<file path="src/rtl/ctrl_pkg.sv">
// Shared constants and types for the multi-cycle control sequencer.
// Opcodes, ALU ops, FSM states, pc_sel and halt codes.
package ctrl_pkg;

  localparam logic [6:0] OP_R    = 7'h33;
  localparam logic [6:0] OP_ADDI = 7'h13;
  localparam logic [6:0] OP_LW   = 7'h03;
  localparam logic [6:0] OP_SW   = 7'h23;
  localparam logic [6:0] OP_BEQ  = 7'h63;
  localparam logic [6:0] OP_JAL  = 7'h6f;

  localparam logic [2:0] ALU_AND = 3'b000;
  localparam logic [2:0] ALU_OR  = 3'b001;
  localparam logic [2:0] ALU_ADD = 3'b010;
  localparam logic [2:0] ALU_SUB = 3'b110;

  localparam logic [1:0] PC_P4    = 2'b00;
  localparam logic [1:0] PC_BR    = 2'b01;
  localparam logic [1:0] PC_JAL   = 2'b10;
  localparam logic [1:0] PC_ENTRY = 2'b11;

  localparam logic [1:0] HC_NONE = 2'b00;
  localparam logic [1:0] HC_ILL  = 2'b01;
  localparam logic [1:0] HC_TO   = 2'b10;

  typedef enum logic [2:0] {
    S_RST    = 3'd0,
    S_ENTRY  = 3'd1,
    S_FETCH  = 3'd2,
    S_DECODE = 3'd3,
    S_EXEC   = 3'd4,
    S_MEM    = 3'd5,
    S_WB     = 3'd6,
    S_HALT   = 3'd7
  } state_t;

  typedef struct packed {
    logic       legal;
    logic       alu_src;
    logic [2:0] op;
    logic       is_lw;
    logic       is_sw;
    logic       is_br;
    logic       is_jal;
    logic       wb_en;
  } dec_t;

endpackage

</file>
<file path="src/rtl/mc_decode.sv">
// Combinational decode of the latched opcode/funct3/i30.
// Illegal encodings yield an all-zero bundle.
module mc_decode
  import ctrl_pkg::*;
(
  input  logic [6:0] opcode,
  input  logic [2:0] f3,
  input  logic       i30,
  output dec_t       dec
);

  always_comb begin
    dec = '0;
    unique case (1'b1)
      (opcode == OP_R): begin
        unique case (f3)
          3'b000: begin
            dec.legal = 1'b1;
            dec.wb_en = 1'b1;
            dec.op    = i30 ? ALU_SUB : ALU_ADD;
          end
          3'b110: begin
            dec.legal = 1'b1;
            dec.wb_en = 1'b1;
            dec.op    = ALU_OR;
          end
          3'b111: begin
            dec.legal = 1'b1;
            dec.wb_en = 1'b1;
            dec.op    = ALU_AND;
          end
          default: dec = '0;
        endcase
      end
      (opcode == OP_ADDI): begin
        dec.legal   = 1'b1;
        dec.alu_src = 1'b1;
        dec.op      = ALU_ADD;
        dec.wb_en   = 1'b1;
      end
      (opcode == OP_LW): begin
        dec.legal   = 1'b1;
        dec.alu_src = 1'b1;
        dec.op      = ALU_ADD;
        dec.is_lw   = 1'b1;
        dec.wb_en   = 1'b1;
      end
      (opcode == OP_SW): begin
        dec.legal   = 1'b1;
        dec.alu_src = 1'b1;
        dec.op      = ALU_ADD;
        dec.is_sw   = 1'b1;
      end
      (opcode == OP_BEQ): begin
        dec.legal = 1'b1;
        dec.op    = ALU_SUB;
        dec.is_br = 1'b1;
      end
      (opcode == OP_JAL): begin
        dec.legal   = 1'b1;
        dec.alu_src = 1'b1;
        dec.op      = ALU_ADD;
        dec.is_jal  = 1'b1;
        dec.wb_en   = 1'b1;
      end
      default: dec = '0;
    endcase
  end

endmodule

</file>
<file path="src/rtl/mc_control.sv">
// Multi-cycle control sequencer: FETCH/DECODE/EXEC/[MEM]/WB,
// with entry-point load after reset and sticky halt causes.
module mc_control
  import ctrl_pkg::*;
#(
  parameter int COUNT_W     = 32,
  parameter int MEM_TIMEOUT = 15
) (
  input  logic               clk,
  input  logic               rst,
  input  logic [31:0]        ins,
  input  logic               zero,
  input  logic               run,
  input  logic               mem_ack,
  output logic               RegWrite,
  output logic               ALUSrc,
  output logic [2:0]         op,
  output logic               MemRead,
  output logic               MemWrite,
  output logic               Mem2Reg,
  output logic               mem_req,
  output logic               ir_load,
  output logic               pc_write,
  output logic [1:0]         pc_sel,
  output logic [2:0]         state,
  output logic [1:0]         halt_cause,
  output logic [COUNT_W-1:0] instr_count
);

  localparam int WW = $clog2(MEM_TIMEOUT + 1);
  localparam logic [WW-1:0] WAIT_LAST = WW'(MEM_TIMEOUT - 1);

  state_t       state_q;
  logic [6:0]   ir_op;
  logic [2:0]   ir_f3;
  logic         ir_i30;
  logic         zero_q;
  logic [WW-1:0] wait_cnt;
  dec_t         dec;
  logic         in_dw;
  logic         unused_ins;

  assign unused_ins = ^{ins[31], ins[29:15], ins[11:7]};

  mc_decode u_dec (
    .opcode (ir_op),
    .f3     (ir_f3),
    .i30    (ir_i30),
    .dec    (dec)
  );

  always_ff @(posedge clk or posedge rst) begin
    if (rst) begin
      state_q     <= S_RST;
      halt_cause  <= HC_NONE;
      instr_count <= '0;
      ir_op       <= '0;
      ir_f3       <= '0;
      ir_i30      <= 1'b0;
      zero_q      <= 1'b0;
      wait_cnt    <= '0;
    end else begin
      unique case (state_q)
        S_RST:   state_q <= S_ENTRY;
        S_ENTRY: state_q <= S_FETCH;
        S_FETCH: begin
          if (run) begin
            ir_op   <= ins[6:0];
            ir_f3   <= ins[14:12];
            ir_i30  <= ins[30];
            state_q <= S_DECODE;
          end
        end
        S_DECODE: begin
          if (dec.legal) begin
            state_q <= S_EXEC;
          end else begin
            state_q    <= S_HALT;
            halt_cause <= HC_ILL;
          end
        end
        S_EXEC: begin
          zero_q   <= zero;
          wait_cnt <= '0;
          state_q  <= (dec.is_lw || dec.is_sw) ? S_MEM : S_WB;
        end
        S_MEM: begin
          // An ack on the last allowed cycle still wins over the timeout
          if (mem_ack) begin
            state_q <= S_WB;
          end else if (wait_cnt == WAIT_LAST) begin
            state_q    <= S_HALT;
            halt_cause <= HC_TO;
          end else begin
            wait_cnt <= wait_cnt + 1'b1;
          end
        end
        S_WB: begin
          instr_count <= instr_count + COUNT_W'(1);
          state_q     <= S_FETCH;
        end
        S_HALT:  state_q <= S_HALT;
        default: state_q <= S_HALT;
      endcase
    end
  end

  assign state = state_q;
  assign in_dw = (state_q == S_DECODE) || (state_q == S_EXEC) ||
                 (state_q == S_MEM) || (state_q == S_WB);

  always_comb begin
    RegWrite = 1'b0;
    ALUSrc   = 1'b0;
    op       = 3'b000;
    MemRead  = 1'b0;
    MemWrite = 1'b0;
    Mem2Reg  = 1'b0;
    mem_req  = 1'b0;
    ir_load  = 1'b0;
    pc_write = 1'b0;
    pc_sel   = PC_P4;
    if (in_dw) begin
      ALUSrc  = dec.alu_src;
      op      = dec.op;
      Mem2Reg = dec.is_lw;
    end
    unique case (state_q)
      S_ENTRY: begin
        pc_write = 1'b1;
        pc_sel   = PC_ENTRY;
      end
      S_FETCH: ir_load = run;
      S_MEM: begin
        mem_req  = 1'b1;
        MemRead  = dec.is_lw;
        MemWrite = dec.is_sw;
      end
      S_WB: begin
        pc_write = 1'b1;
        RegWrite = dec.wb_en;
        if (dec.is_br && zero_q) pc_sel = PC_BR;
        else if (dec.is_jal)     pc_sel = PC_JAL;
        else                     pc_sel = PC_P4;
      end
      default: ;
    endcase
  end

endmodule

</file>
<file path="config.mk">
export PLATFORM = sky130hd
export DESIGN_NAME = mc_control
export DESIGN_NICKNAME = d
export VERILOG_FILES = /design/src/rtl/ctrl_pkg.sv /design/src/rtl/mc_decode.sv /design/src/rtl/mc_control.sv
export SDC_FILE = /design/constraint.sdc
export NUM_CORES = 1
export LEC_CHECK = 0
export ABC_AREA = 0
export BUFFER_PORTS_ARGS = -buffer_cell sky130_fd_sc_hd__buf_4
export CORE_ASPECT_RATIO = 1.75
export CORE_MARGIN = 2
export CORE_UTILIZATION = 35
export DETAILED_ROUTE_END_ITERATION = 7
export HOLD_SLACK_MARGIN = 0.05
export PLACE_DENSITY = 0.6
export SYNTH_ARGS = -nofsm -noshare
export SYNTH_HDL_FRONTEND = slang
export SYNTH_SLANG_ARGS = --single-unit
</file>
<file path="constraint.sdc">
create_clock -name clk -period 5 [get_ports clk]
set_clock_uncertainty 0.2 [all_clocks]
set_input_delay 0.25 -clock clk [delete_from_list [all_inputs] [get_ports clk]]
set_output_delay 0.25 -clock clk [all_outputs]
set_load 0.005 [all_outputs]
</file>
==> results_dict.tcl <==
set metrics [dict create \
    via_per_inst 5.16 \
    fin_ws_ns 2.34 \
    ys_types 40 \
    cts_resized 0 \
    antenna_found_initial 0 \
    setup.worst_path.class "reg2reg" \
    period_share_pct 53.2 \
    hpwl_um 4440 \
    cts_tree "yes" \
    synth_top_family_by_area "simple AND/OR/NAND/NOR gates" \
    setup-violations-final 0 \
    path_cells "nand3b_1 > or4_1 > nor4_1 > xor2_1" \
    hold_ws_ns 0.0696 \
    finalCriticalPeriod_ns 2.66 \
    first_pass_iters 4 \
    ys_seq_area_share_pct 51.7 \
    syn_inst 248 \
    avgRoutedWirePerCell_um 14.6 \
    rsz0062_at_grt "no" \
    postCtsSetupRepairBufs 0 \
    num_rows 41 \
    power.leakage_nw 1.64 \
    cts-root-buf "clkbuf_16" \
    ios 87 \
    required_ns 5.02 \
    synth_simple_gate_area_share_pct 21.2 \
    syn_area_um2 2560 \
    vias 2145 \
    fp.dieH_um 117 \
    core_um2 7180 \
    pre_cts_ws_ns 2.34 \
    muxShareOfSynthArea_pct 5.22 \
    nets 369 \
    yosys.area.top_type "dfrtp_1" \
    start_util_pct 35.7 \
    grt-ovfl-total 0 \
    yosys.area_share.xor_xnor_pct 10.9 \
    cts.htree.levels 2 \
    place.port_buffers 65 \
    cp_max_fo 14 \
    cts.sinks 53 \
    endpoint_kind "flip-flop" \
    netlist_top_cells_area "dfrtp_1, xnor2_1, mux2_2, xor2_1, nand2_1" \
    antenna_cells 0 \
    grt_util_all_layers_pct 16.1 \
    cp-start-kind "flip-flop" \
    cts_hold_buf 13 \
    gp_congestion 0.774 \
    stdcell_area_um2 3420 \
    synth_compound_area_share_pct 6.63 \
    ir_drop_mv 0.202 \
    drv_cap 0 \
    drcViolationCount 0 \
    antenna_left 0 \
    grt_first_pass_wirelength_um 9700 \
    yosysWarnings 0 \
    ys_ff_latch 53 \
    clock_latency_ns 0.30 \
    clock.fmax_ghz 0.376 \
    finalNonFillerCells 416 \
    fillers 682 \
    p_per_area_nw_per_um2 241 \
    clockBufferDepth 2 \
    path_clk_slew_ns 0.07 \
    die_x_um 68.7 \
    worst_pin_slew_ns 0.940 \
    slowest_stage "or4_1" \
    die-area_um2 8060 \
    grt_pass1_vias 2054 \
    placed_cell_area_um2 3150 \
    status "completed" \
    relSlewSlack_pct 36.7 \
    synth_fp_nets 288 \
    hold_viol 0 \
    layout-drive-gt1-share_pct 26.7 \
    total_power_uw 825 \
    grt_max_degree 54 \
    crit_arrival_ns 2.68 \
    synthAdderAreaFrac_pct 1.46 \
    avgSynthCellArea_um2 10.3 \
    fin_tns_setup_ns 0 \
    slowest_delay_ns 0.74 \
    hp-class "in2reg" \
    area_delta_synth_final_pct 33.5 \
    slew_violations 0 \
    dp_cells 395 \
    drt_wl_total_um 6090 \
    synth.top_cell.area_share_pct 51.7 \
    drtIter0Drc 136 \
    cts_made_buffers 5 \
    utilization_pct 47.7 \
]
## synthesized netlist by cell type (all sizes together)
cell and count:
nor2 6, dfrtp 53, mux2i 1, a221oi 1, nand2b 2, nor4b 1
a21o 1, a21boi 1, or4 2, nand3b 1, a221o 1, xor2 13
and3 5, o211ai 1, o41ai 1, nand2 30, or3 3, a211oi 1
o2111ai 1, clkbuf 4, buf 2, o21ai 4, a21oi 8, inv 13
o32ai 1, xnor2 19, o32a 1, nand4 9, and2 2, nor3 11
mux2 11, and4 3, nand3 18, ha 3, a31oi 1, nor4 10
o22ai 3
## where the power goes
| group | internal [mW] | total (mW) | leakage [nW] | switching [mW] |
|---|---|---|---|---|
| combinational | 0.0211 | 0.0392 | 0.876 | 0.0182 |
| clock | 0.186 | 0.347 | 0.0631 | 0.161 |
| sequential | 0.434 | 0.439 | 0.706 | 0.00568 |
| total | 0.641 | 0.825 | 1.64 | 0.184 |
## cell families after synthesis
family                     count (synthesis)
and+or+nand+nor                          103
xor gates and xnor gates                  32
muxes                                     12
buffers and inverters                     19
adders and majority gates                  3
DFF                                       53
AOI/OAI and AO/OA                         26
## critical path, delay by kind of cell (launching register included)
family        cells  cell delay [ns]
flops             1             0.53
simple gates      3             1.65
xor+xnor          1             0.20
## sequential cells by signal, indices dropped and copies added (netlist names), named ones only
register     flops
ir_f3            3
ir_op            7
ir_i30           1
wait_cnt         4
state            2
zero_q           1
halt_cause       2
instr_count     32
## per-layer routing
metal  track usage, %  routed length (µm)  up-vias
met4             6.93                 151        0
li1                 -                   -     1045
met2             28.7                3260       53
met5                0                   0        -
met3             3.54                 276       10
met1             17.8                2400     1037
## area by class of cell
cell class / instances / area (µm²) / area share (%)
clock buffer: 6 / 129 / 3.76
multi-input combinational: 176 / 1160 / 34.0
timing repair buffer: 80 / 633 / 18.5
clock inverter: 2 / 15.0 / 0.438
sequential: 53 / 1330 / 38.7
inverter: 13 / 48.8 / 1.42
tap: 86 / 108 / 3.14
## worst paths after layout
kind	from	end	slack (ns)	cells after the start
max in group asynchronous	rst	ir_f3[1]$_DFFE_PP0P_	3.64	4
worst max register to register	state[0]$_DFFE_PP0P_	instr_count[27]$_DFFE_PP0P_	2.34	4
worst min register to register	instr_count[31]$_DFFE_PP0P_	instr_count[31]$_DFFE_PP0P_	0.27	1
min in group asynchronous	rst	instr_count[6]$_DFFE_PP0P_	0.49	4
worst max-delay path	state[0]$_DFFE_PP0P_	instr_count[27]$_DFFE_PP0P_	2.34	4
worst min-delay path	mem_ack	halt_cause[0]$_DFFE_PP0P_	0.07	3
## cell usage in the layout (no fill, tap or decap), types with 3 or more instances in the layout
master / n
nor3_1: 11
nand4_1: 9
nand3_1: 17
and3_1: 5
clkbuf_16: 5
and4_1: 3
dfrtp_1: 53
nor4_1: 10
inv_1: 12
buf_4: 67
nor2_1: 6
ha_1: 3
xor2_1: 13
xnor2_1: 19
mux2_2: 11
o22ai_1: 3
nand2_1: 30
or3_1: 3
a21oi_1: 8
o21ai_0: 4
dlygate4sd3_1: 13
Note: power is estimated with default switching activity, not from simulation.
